<file path="src/rtl/router_pkg.sv">
// router_pkg: shared packet layout, address map and state definitions for the router scheduler
package router_pkg;
  localparam int NREQ = 4;
  localparam int PKT_W = 43;
  localparam int CNT_HI = 42;
  localparam int CNT_LO = 40;
  localparam int ADDR_HI = 39;
  localparam int ADDR_LO = 24;
  localparam int PAY_HI = 23;
  localparam int PAY_LO = 0;
  localparam logic [15:0] ADDR_A = 16'h53A8;
  localparam logic [15:0] ADDR_B = 16'hAA99;
  localparam logic [15:0] ADDR_C = 16'h6894;
  localparam logic [15:0] ADDR_D = 16'hBC27;
  typedef enum logic [1:0] {CH_A, CH_B, CH_C, CH_D} chan_e;
  typedef enum logic [1:0] {S_IDLE, S_SEND, S_DROP} state_e;
  typedef struct packed {
    logic known;
    chan_e ch;
  } dec_t;
  function automatic dec_t decode_addr(input logic [15:0] a);
    dec_t d;
    d.known = 1'b1;
    d.ch = CH_A;
    case (a)
      ADDR_A: d.ch = CH_A;
      ADDR_B: d.ch = CH_B;
      ADDR_C: d.ch = CH_C;
      ADDR_D: d.ch = CH_D;
      default: d.known = 1'b0;
    endcase
    return d;
  endfunction
endpackage

</file>
<file path="src/rtl/router_scheduler_if.sv">
// router_scheduler_if: ingress request bus and egress channel bus of the router scheduler
interface router_scheduler_if;
  import router_pkg::*;
  logic [NREQ-1:0] req_valid;
  logic [NREQ*PKT_W-1:0] req_data;
  logic [NREQ-1:0] req_ready;
  logic [PKT_W-1:0] out_data;
  logic [3:0] out_valid;
  logic [3:0] out_ready;
  logic busy;
  logic drop_pulse;
  logic [7:0] drop_cnt;
  logic [1:0] last_grant;
  modport slave (
    input req_valid, req_data, out_ready,
    output req_ready, out_data, out_valid, busy, drop_pulse, drop_cnt, last_grant
  );
  modport master (
    output req_valid, req_data, out_ready,
    input req_ready, out_data, out_valid, busy, drop_pulse, drop_cnt, last_grant
  );
endinterface

</file>
<file path="src/rtl/router_scheduler_rr_arbiter4.sv">
// rr_arbiter4: combinational 4-way round-robin arbiter, searching upward from i_ptr+1 with wrap
module rr_arbiter4 (
  input  logic [3:0] i_req,
  input  logic [1:0] i_ptr,
  output logic [3:0] o_grant,
  output logic [1:0] o_idx
);
  logic [1:0] w_j;
  always_comb begin
    o_grant = 4'b0000;
    o_idx = 2'd0;
    w_j = 2'd0;
    // walk from the farthest candidate back so the nearest valid one wins
    for (int k = 3; k >= 0; k--) begin
      w_j = i_ptr + 2'd1 + 2'(k);
      if (i_req[w_j]) begin
        o_grant = 4'b0001 << w_j;
        o_idx = w_j;
      end
    end
  end
endmodule

</file>
<file path="src/rtl/router_scheduler.sv">
// router_scheduler: grants one ingress packet at a time, replays it count times on its decoded
// channel under backpressure, and drops zero-count or unknown-address packets.
module router_scheduler (
  input  logic clk,
  input  logic rst,
  router_scheduler_if.slave bus
);
  import router_pkg::*;
  state_e r_state, w_state_nx;
  logic [PKT_W-1:0] r_pkt, w_pkt_nx, w_sel, r_out_data;
  logic [2:0] r_rem;
  chan_e r_ch, w_ch_nx;
  logic [1:0] r_last, w_idx;
  logic [7:0] r_drop_cnt;
  logic [3:0] r_out_valid, w_grant;
  logic r_busy, r_drop_pulse, w_xfer, w_fire;
  dec_t w_dec;
  rr_arbiter4 u_arb (
    .i_req(bus.req_valid),
    .i_ptr(r_last),
    .o_grant(w_grant),
    .o_idx(w_idx)
  );
  assign bus.req_ready = (rst && r_state == S_IDLE) ? w_grant : 4'b0000;
  assign bus.out_valid = r_out_valid;
  assign bus.out_data = r_out_data;
  assign bus.busy = r_busy;
  assign bus.drop_pulse = r_drop_pulse;
  assign bus.drop_cnt = r_drop_cnt;
  assign bus.last_grant = r_last;
  always_comb begin
    w_sel = bus.req_data[w_idx*PKT_W +: PKT_W];
    w_dec = decode_addr(w_sel[ADDR_HI:ADDR_LO]);
    w_xfer = |bus.req_ready;
    w_fire = r_state == S_SEND && bus.out_ready[r_ch];
    w_ch_nx = w_xfer ? w_dec.ch : r_ch;
    w_pkt_nx = w_xfer ? w_sel : r_pkt;
    w_state_nx = r_state == S_IDLE ? (w_xfer ? ((w_sel[CNT_HI:CNT_LO] == 3'd0 || !w_dec.known) ? S_DROP : S_SEND) : S_IDLE)
               : r_state == S_SEND ? ((w_fire && r_rem == 3'd1) ? S_IDLE : S_SEND)
               : S_IDLE;
  end
  always_ff @(posedge clk) begin
    if (!rst) begin
      r_state <= S_IDLE;
      r_pkt <= '0;
      r_rem <= 3'd0;
      r_ch <= CH_A;
      r_last <= 2'd3;
      r_drop_cnt <= 8'd0;
      r_out_valid <= 4'b0000;
      r_out_data <= '0;
      r_busy <= 1'b0;
      r_drop_pulse <= 1'b0;
    end else begin
      r_state <= w_state_nx;
      r_pkt <= w_pkt_nx;
      r_ch <= w_ch_nx;
      if (w_xfer) begin
        r_rem <= w_sel[CNT_HI:CNT_LO];
        r_last <= w_idx;
      end else if (w_fire) begin
        r_rem <= r_rem - 3'd1;
      end
      if (w_state_nx == S_DROP && r_drop_cnt != 8'hFF) r_drop_cnt <= r_drop_cnt + 8'd1;
      r_drop_pulse <= w_state_nx == S_DROP;
      r_busy <= w_state_nx != S_IDLE;
      r_out_valid <= w_state_nx == S_SEND ? 4'b0001 << w_ch_nx : 4'b0000;
      r_out_data <= w_state_nx == S_SEND ? w_pkt_nx : '0;
    end
  end
endmodule

</file>
<file path="src/flat_wrapper.sv">
// flat-port wrapper written by rule: the top's interface ports become plain ports
module router_scheduler_flat import router_pkg::*;
  (clk, rst, bus_req_valid, bus_req_data, bus_out_ready, bus_req_ready, bus_out_data, bus_out_valid, bus_busy, bus_drop_pulse, bus_drop_cnt, bus_last_grant);
  router_scheduler_if bus_i ();
  input  logic clk;
  input  logic rst;
  input wire logic [$bits(bus_i.req_valid)-1:0] bus_req_valid;
  input wire logic [$bits(bus_i.req_data)-1:0] bus_req_data;
  input wire logic [$bits(bus_i.out_ready)-1:0] bus_out_ready;
  output wire logic [$bits(bus_i.req_ready)-1:0] bus_req_ready;
  output wire logic [$bits(bus_i.out_data)-1:0] bus_out_data;
  output wire logic [$bits(bus_i.out_valid)-1:0] bus_out_valid;
  output wire logic [$bits(bus_i.busy)-1:0] bus_busy;
  output wire logic [$bits(bus_i.drop_pulse)-1:0] bus_drop_pulse;
  output wire logic [$bits(bus_i.drop_cnt)-1:0] bus_drop_cnt;
  output wire logic [$bits(bus_i.last_grant)-1:0] bus_last_grant;
  assign bus_i.req_valid = bus_req_valid;
  assign bus_i.req_data = bus_req_data;
  assign bus_i.out_ready = bus_out_ready;
  assign bus_req_ready = bus_i.req_ready;
  assign bus_out_data = bus_i.out_data;
  assign bus_out_valid = bus_i.out_valid;
  assign bus_busy = bus_i.busy;
  assign bus_drop_pulse = bus_i.drop_pulse;
  assign bus_drop_cnt = bus_i.drop_cnt;
  assign bus_last_grant = bus_i.last_grant;
  router_scheduler u_core (.clk(clk), .rst(rst), .bus(bus_i));
endmodule
</file>
<file path="config.mk">
export PLATFORM = sky130hd
export DESIGN_NAME = router_scheduler_flat
export DESIGN_NICKNAME = d
export VERILOG_FILES = /design/src/rtl/router_pkg.sv /design/src/rtl/router_scheduler_if.sv /design/src/rtl/router_scheduler_rr_arbiter4.sv /design/src/rtl/router_scheduler.sv /design/src/flat_wrapper.sv
export SDC_FILE = /design/constraint.sdc
export NUM_CORES = 1
export LEC_CHECK = 0
export CAP_MARGIN = 20
export CORE_UTILIZATION = 39
export CTS_CLUSTER_DIAMETER = 120
export CTS_CLUSTER_SIZE = 14
export DETAILED_ROUTE_END_ITERATION = 8
export PLACE_DENSITY = 0.78
export SYNTH_ARGS = -nofsm -noshare
export SYNTH_HDL_FRONTEND = slang
export SYNTH_HIERARCHICAL = 1
export SYNTH_SLANG_ARGS = --single-unit
</file>
<file path="constraint.sdc">
create_clock -name clk -period 4.5 [get_ports clk]
set_clock_uncertainty 0.1 [all_clocks]
set_input_delay 1.35 -clock clk [delete_from_list [all_inputs] [get_ports clk]]
set_output_delay 1.35 -clock clk [all_outputs]
set_load 0.05 [all_outputs]
</file>
==> Yosys cells after proc, flatten, opt, wreduce, memory -nomap -nowiden <==
Cells that the tools add are included.
{ "word_totals": {"register_bits": 109, "output_inout_bits": 63} }
{ "classes": {"addsub": 6, "mul": 1, "magnitude_cmp": 5, "n_eq_ne": 9, "shifts": 6, "muxes": 30, "reduce_logical": 13} }
{ "ops": {"columns": ["op", "n"], "rows": [
  ["172-bit by 9-bit variable part select with 43-bit output", 1],
  ["43-bit 2-to-1 mux", 1],
  ["16-bit by 15-bit equality test with 1-bit output (second input constant)", 2],
  ["16-bit equality test (second input constant)", 2],
  ["4-bit 2-to-1 mux", 5],
  ["1-bit by 2-bit left shift with 4-bit output (first input constant)", 5],
  ["2-bit 2-to-1 mux", 9],
  ["2-bit by 3-bit < comparator with 1-bit output (second input constant)", 5],
  ["1-bit binary-select mux with 2-bit select", 5],
  ["8-bit by 1-bit adder with 8-bit output (second input constant)", 1],
  ["2-bit by 6-bit multiplier with 8-bit output (second input constant)", 1],
  ["8-bit != test (second input constant)", 1],
  ["4-bit OR reduction", 2],
  ["1-bit 2-to-1 mux", 7],
  ["3-bit 2-to-1 mux", 2],
  ["2-bit case mux with 3 select lines", 1],
  ["2-bit by 1-bit adder with 2-bit output (second input constant)", 2],
  ["2-bit adder (second input constant)", 2],
  ["2-bit by 1-bit equality test with 1-bit output (second input constant)", 2],
  ["1-bit logical AND", 4],
  ["2-bit nonzero test", 2],
  ["3-bit by 1-bit equality test with 1-bit output (second input constant)", 1],
  ["3-bit logical NOT", 1],
  ["3-bit by 1-bit subtractor with 3-bit output (second input constant)", 1],
  ["other kinds (5)", 5]
]} }

==> Logic depth before layout (Yosys ltp) <==
{ "depth": {"depth_word": 20, "mapped_depth": 19, "ltp_nobuf": 14} }

==> Hierarchy <==
The synthesis kept the hierarchy.
{ "by_module_without_submodules": {"columns": ["module", "instances", "cells_per_inst", "area_each_um2", "seq_area_each_um2"], "rows": [
  ["router_scheduler", 1, 470, 4977.3, 2182.1],
  ["rr_arbiter4", 1, 78, 670.6, 0.0]
]} }

==> Worst setup path after synthesis <==
No wires, ideal clock.
{ "synth_timing": {"path_type": "register to register", "start": "register u_core.r_last[0] (netlist: u_core/bus.last_grant[0])", "end": "register u_core.r_out_data[15] (netlist: u_core/bus.out_data[15])", "setup_ns": 0.115, "t_arrival_ns": 4.817, "t_required_ns": 4.285, "slack_ns": -0.532, "stages_incl_launch_ff": 20, "path_buffers": 5, "synth_period_minus_slack_ns": 5.032, "cell_sequence": "dfxtp_1 buf_6 clkinv_1 ha_1 buf_6 mux2_2 mux2i_4 o311ai_1 a31oi_1 buf_6 buf_12 mux4_2 and3b_1 and3_4 o21ai_4 o311ai_1 a32oi_2 inv_2 buf_2 and2_1"} }
{ "synth_via": {"elab_chain_cells": 20, "elab_cells_between_ends": 43, "cone_classes": "add/sub (4); mul (1); eq/ne (5); shift (5); mux (22); reduce/logical (6)"} }
{ "synth_lines": {"columns": ["item", "line_no", "text"], "rows": [
  ["start: declaration", "router_scheduler.sv:13", "logic [1:0] r_last, w_idx;"],
  ["start signal: assignment", "router_scheduler.sv:60", "r_last <= w_idx;"],
  ["2-bit by 1-bit adder with 2-bit output *", "router_scheduler_rr_arbiter4.sv:15", "w_j = i_ptr + 2'd1 + 2'(k);"],
  ["2-bit adder", "router_scheduler_rr_arbiter4.sv:15", null],
  ["1-bit binary-select mux with 2-bit select", "router_scheduler_rr_arbiter4.sv:16", "if (i_req[w_j]) begin"],
  ["1-bit 2-to-1 mux (implied by the code)", "router_scheduler_rr_arbiter4.sv:16", null],
  ["2-bit 2-to-1 mux (3 in series)", "router_scheduler_rr_arbiter4.sv:16", null],
  ["2-bit 2-to-1 mux *", "router_scheduler_rr_arbiter4.sv:16", null],
  ["net u_core.w_idx[0]", "router_scheduler.sv:13", null],
  ["2-bit by 6-bit multiplier with 8-bit output *", "router_scheduler.sv:32", "w_sel = bus.req_data[w_idx*PKT_W +: PKT_W];"],
  ["172-bit by 9-bit variable part select with 43-bit output *", "router_scheduler.sv:32", null],
  ["16-bit by 15-bit equality test with 1-bit output / 16-bit equality test (equally long branches)", "router_pkg.sv:25", "case (a)"],
  ["4-bit OR reduction (no source line)", null, null],
  ["1-bit 2-to-1 mux", "router_pkg.sv:25", null],
  ["1-bit logical NOT", "router_scheduler.sv:38", "w_state_nx = r_state == S_IDLE ? (w_xfer ? ((w_sel[CNT_HI:CNT_LO] == 3'd0 || !w_dec.known) ? S_DROP : S_SEND) ..."],
  ["1-bit logical OR", "router_scheduler.sv:38", null],
  ["2-bit 2-to-1 mux (3 in series)", "router_scheduler.sv:38", null],
  ["2-bit by 1-bit equality test with 1-bit output", "router_scheduler.sv:68", "r_out_data <= w_state_nx == S_SEND ? w_pkt_nx : '0;"],
  ["2-bit AND reduction (no source line)", null, null],
  ["end signal: assignment", "router_scheduler.sv:68", null],
  ["end: declaration", "router_scheduler.sv:10", "logic [PKT_W-1:0] r_pkt, w_pkt_nx, w_sel, r_out_data;"]
]} }
Mark *: on every way through the listed nets, which the timed path passes. The rest lies on a longest branch. The select of a mux whose other input is x is not followed.
A chain may end at the register's enable or synchronous reset.

==> Worst setup path in the final report <==
{ "layout_timing": {"start": "input bus_req_valid[1]", "end": "register u_core.r_drop_cnt[1] (netlist: u_core/bus.drop_cnt[1])"} }
{ "layout_via": {"elab_chain_cells": 18, "elab_cells_between_ends": 34, "cone_classes": "mul (1); eq/ne (5); shift (1); mux (21); reduce/logical (6)"} }
{ "layout_lines": {"columns": ["item", "line_no", "text"], "rows": [
  ["start: declaration", "flat_wrapper.sv:7", "input wire logic [$bits(bus_i.req_valid)-1:0] bus_req_valid;"],
  ["1-bit binary-select mux with 2-bit select", "router_scheduler_rr_arbiter4.sv:16", null],
  ["1-bit 2-to-1 mux (implied by the code)", "router_scheduler_rr_arbiter4.sv:16", null],
  ["2-bit 2-to-1 mux (3 in series)", "router_scheduler_rr_arbiter4.sv:16", null],
  ["2-bit 2-to-1 mux *", "router_scheduler_rr_arbiter4.sv:16", null],
  ["net u_core.w_idx[0]", "router_scheduler.sv:13", null],
  ["2-bit by 6-bit multiplier with 8-bit output *", "router_scheduler.sv:32", null],
  ["172-bit by 9-bit variable part select with 43-bit output *", "router_scheduler.sv:32", null],
  ["16-bit by 15-bit equality test with 1-bit output / 16-bit equality test (equally long branches)", "router_pkg.sv:25", null],
  ["4-bit OR reduction (no source line)", null, null],
  ["1-bit 2-to-1 mux", "router_pkg.sv:25", null],
  ["1-bit logical NOT", "router_scheduler.sv:38", null],
  ["1-bit logical OR *", "router_scheduler.sv:38", null],
  ["2-bit 2-to-1 mux * (3 in series)", "router_scheduler.sv:38", null],
  ["2-bit equality test *", "router_scheduler.sv:64", "if (w_state_nx == S_DROP && r_drop_cnt != 8'hFF) r_drop_cnt <= r_drop_cnt + 8'd1;"],
  ["1-bit logical AND *", "router_scheduler.sv:64", null],
  ["end signal: assignment", "router_scheduler.sv:64", null],
  ["end: declaration", "router_scheduler.sv:14", "logic [7:0] r_drop_cnt;"]
]} }
Marked as above.

==> key figures <==
STA
  • Unrepaired setup endpoints after global routing: true
  • Final worst path period share: 1.05
  • Relative slew slack: 0.630
  • Final Hold Vio Count: 0
  • Worst Setup Slack, final: -215 ps
  • Final slew viol count: 0
  • # setup viols final: 56
  • Measured slew at the worst slew-check pin: 540 ps
  • Tmin final: 4720 ps
  • Sum of negative setup slack: -6140 ps
  • Max frequency: 212 MHz

Worst setup path
  • Critical Path RT: 4680 ps
  • WS Path Type: in2reg
  • CP Max Fanout: 7
  • Worst endpoint data arrival time: 4890 ps
  • CP Launch Type: primary input
  • CP Capture Type: register

Final layout
  • Share of cells above drive strength 1: 0.299
  • Post-layout nets: 1054
  • N_diodes: 0
  • Post-route cell area: 9740 um2
  • Fillers: 1007
  • Layout area overhead: 72.4%

Global route
  • Number of global-route vias before repair: 5836
  • Total grt overflow: 0
  • Global-route wire length before repair: 30.0 mm
  • All-Layer GR Usage: 0.262
  • Largest net degree at the start of global routing: 31
  • Initial antenna violation count: 0

Synth
  • Dominant cells by area after synthesis: dfxtp_1 39%, mux4_2 16%, nand2_1 6.2%
  • Mapped Nets: 740
  • Post-synth EDFFs: 0
  • Synth Flop Type: dfxtp_1
  • Post-synth top cells: 109 x dfxtp_1, 93 x nand2_1, 54 x and2_1
  • Synth cell types: 71
  • Most frequent cell after synthesis: dfxtp_1
  • Register area share after synthesis: 0.386
  • Mapped Area: 5650 um2
  • FF+latch count, synth: 109
  • Synth top area share: 0.386
  • Yosys warnings: 6
  • Leading area contributor after synthesis: dfxtp_1
  • Synthesized instance count: 548
  • Syn avg cell area: 10.3 um2
  • Share of synthesized registers carrying an async set or reset: 0

Drt
  • Routed WL: 20.1 mm
  • Routed wire length per instance: 19.2 um
  • DR vias: 5589
  • Initial DRC Count: 393
  • TritonRoute pass-1 iters: 5
  • Detail-routed via count per cell: 5.34
  • ANT nets after route: 0
  • DRC errors left: 0

Die
  • Overall die width: 122 um
  • Starting Density: 0.404
  • Die area: 15000 um2
  • I/O pin count: 245
  • Rows: 43
  • Core Region: 14000 um2
  • Die Y: 122 um

Power and ir drop
  • PD cells: 690 nW/um2
  • Leak: 3.91 nW
  • IR drop worst, VDD: 0.000447 V

CTS
  • Clk sink count: 109
  • Htree depth: 3
  • Root Driver: clkbuf_16
  • Post-CTS Hold Fix Bufs: 0
  • CTS tree: done
  • CTS Buf Count: 9
  • Reg clk slew, reported paths: 70 ps
  • CTS Buffer Depth: 2
  • Clock latency on the worst-skew pair: 350 ps

Placement
  • Pre-CTS WS: -949 ps
  • DP Wirelength: 14.2 mm
  • DP Area: 8780 um2
  • RD Place Congestion: 0.837
  • Port Buffers: 244

Outcome
  • Failing checks: setup timing
  • Status: finished, violations left

Worst hold path
  • Hold Crit Class: reg2reg

Flow run
  • Max Cap Viol: 0
-- cell type report --
type,count,area (um2),share of cell area
Clock buffer,10,239,0.0245
Clock inverter,6,78.8,0.00810
Inverter,12,52.6,0.00540
Multi-Input combinational cell,394,3580,0.367
Sequential cell,109,2190,0.224
Tap cell,180,225,0.0231
Timing Repair Buffer,336,3380,0.347
-- layer usage --
layer	wire length, um	track usage	vias up
met5	0	0	-
met4	454	0.0838	0
met3	1190	0.0497	34
met2	10600	0.467	223
met1	7880	0.316	2751
li1	-	-	2581
-- metrics by stage --
stage | instances | power [mW] | hold slack [ps] | utilization
final | 1047 | 6.72 | 393 | 0.696
after global routing | 1047 | 7.10 | 409 | 0.696
after CTS | 1044 | 6.54 | 367 | 0.684
after detailed placement | 1004 | 5.34 | 358 | 0.628
after global placement | 1004 | 5.23 | 353 | 0.628
after floorplan | 548 | 3.94 | 344 | -
-- registers in the layout (all words and copies together) (netlist names) --
name,count
u_core/r_rem,3
u_core/bus.out_valid,4
u_core/r_pkt,43
u_core/bus.busy,1
u_core/bus.out_data,43
u_core/bus.last_grant,2
u_core/r_ch,2
u_core/bus.drop_pulse,1
u_core/bus.drop_cnt,8
u_core/r_state,2
-- worst max-delay path, stage by stage --
cell	delay [ps]
buf_12	110
mux2_4	290
mux2i_4	220
nand3_2	140
a31oi_4	250
buf_12	160
buf_12	120
mux4_2	550
nor4b_4	390
nand2_2	120
buf_4	160
o311a_4	350
a21oi_4	220
buf_6	160
o21ai_0	120
a21oi_1	180
-- logic make-up (layout without fill, tap and decap cells) --
group	count (synthesis)	count (layout)	synth area share
DFF	109	109	0.386
AOI/OAI and AO/OA	57	57	0.0769
adders and majority gates	10	10	0.0222
buffers and inverters	45	364	0.0401
and+or+nand+nor	251	251	0.230
muxes	76	76	0.245
-- power by group --
part           leakage, nW  switching (mW)  internal [mW]
combinational         2.87            2.28           2.32
clock                0.157           0.382          0.459
sequential           0.886          0.0862           1.19
-- timing repair --
item	4_1_cts	5_1_grt
gates cloned	3	1
endpoints found under the setup margin	65	64
setup buffers	22	8
gates resized for setup	89	60
pin swaps	25	28
-- layout by cell type, fill, tap and decap left out, drive strengths merged, types with 4 or more instances in the layout --
| cell type | n |
|---|---|
| clkdlybuf4s50 | 236 |
| dfxtp | 109 |
| buf | 99 |
| nand2 | 94 |
| and2 | 54 |
| nor2 | 48 |
| mux4 | 45 |
| mux2i | 24 |
| a21oi | 16 |
| nand3 | 14 |
| inv | 14 |
| clkbuf | 11 |
| ha | 10 |
| nor3 | 9 |
| mux2 | 7 |
| a31oi | 6 |
| and3 | 6 |
| o21ai | 5 |
| o211ai | 4 |
-- final timing paths --
path,cells after the start,from,slack [ps],endpoint
worst max register to register,17,u_core/bus.last_grant[1],-120,u_core/bus.drop_cnt[1]
worst min-delay path,2,u_core/r_pkt[42],390,u_core/bus.out_data[42]
worst min register to register,2,u_core/r_pkt[42],390,u_core/bus.out_data[42]
worst max-delay path,16,bus_req_valid[1],-220,u_core/bus.drop_cnt[1]
(Power assumes the default switching activity.)
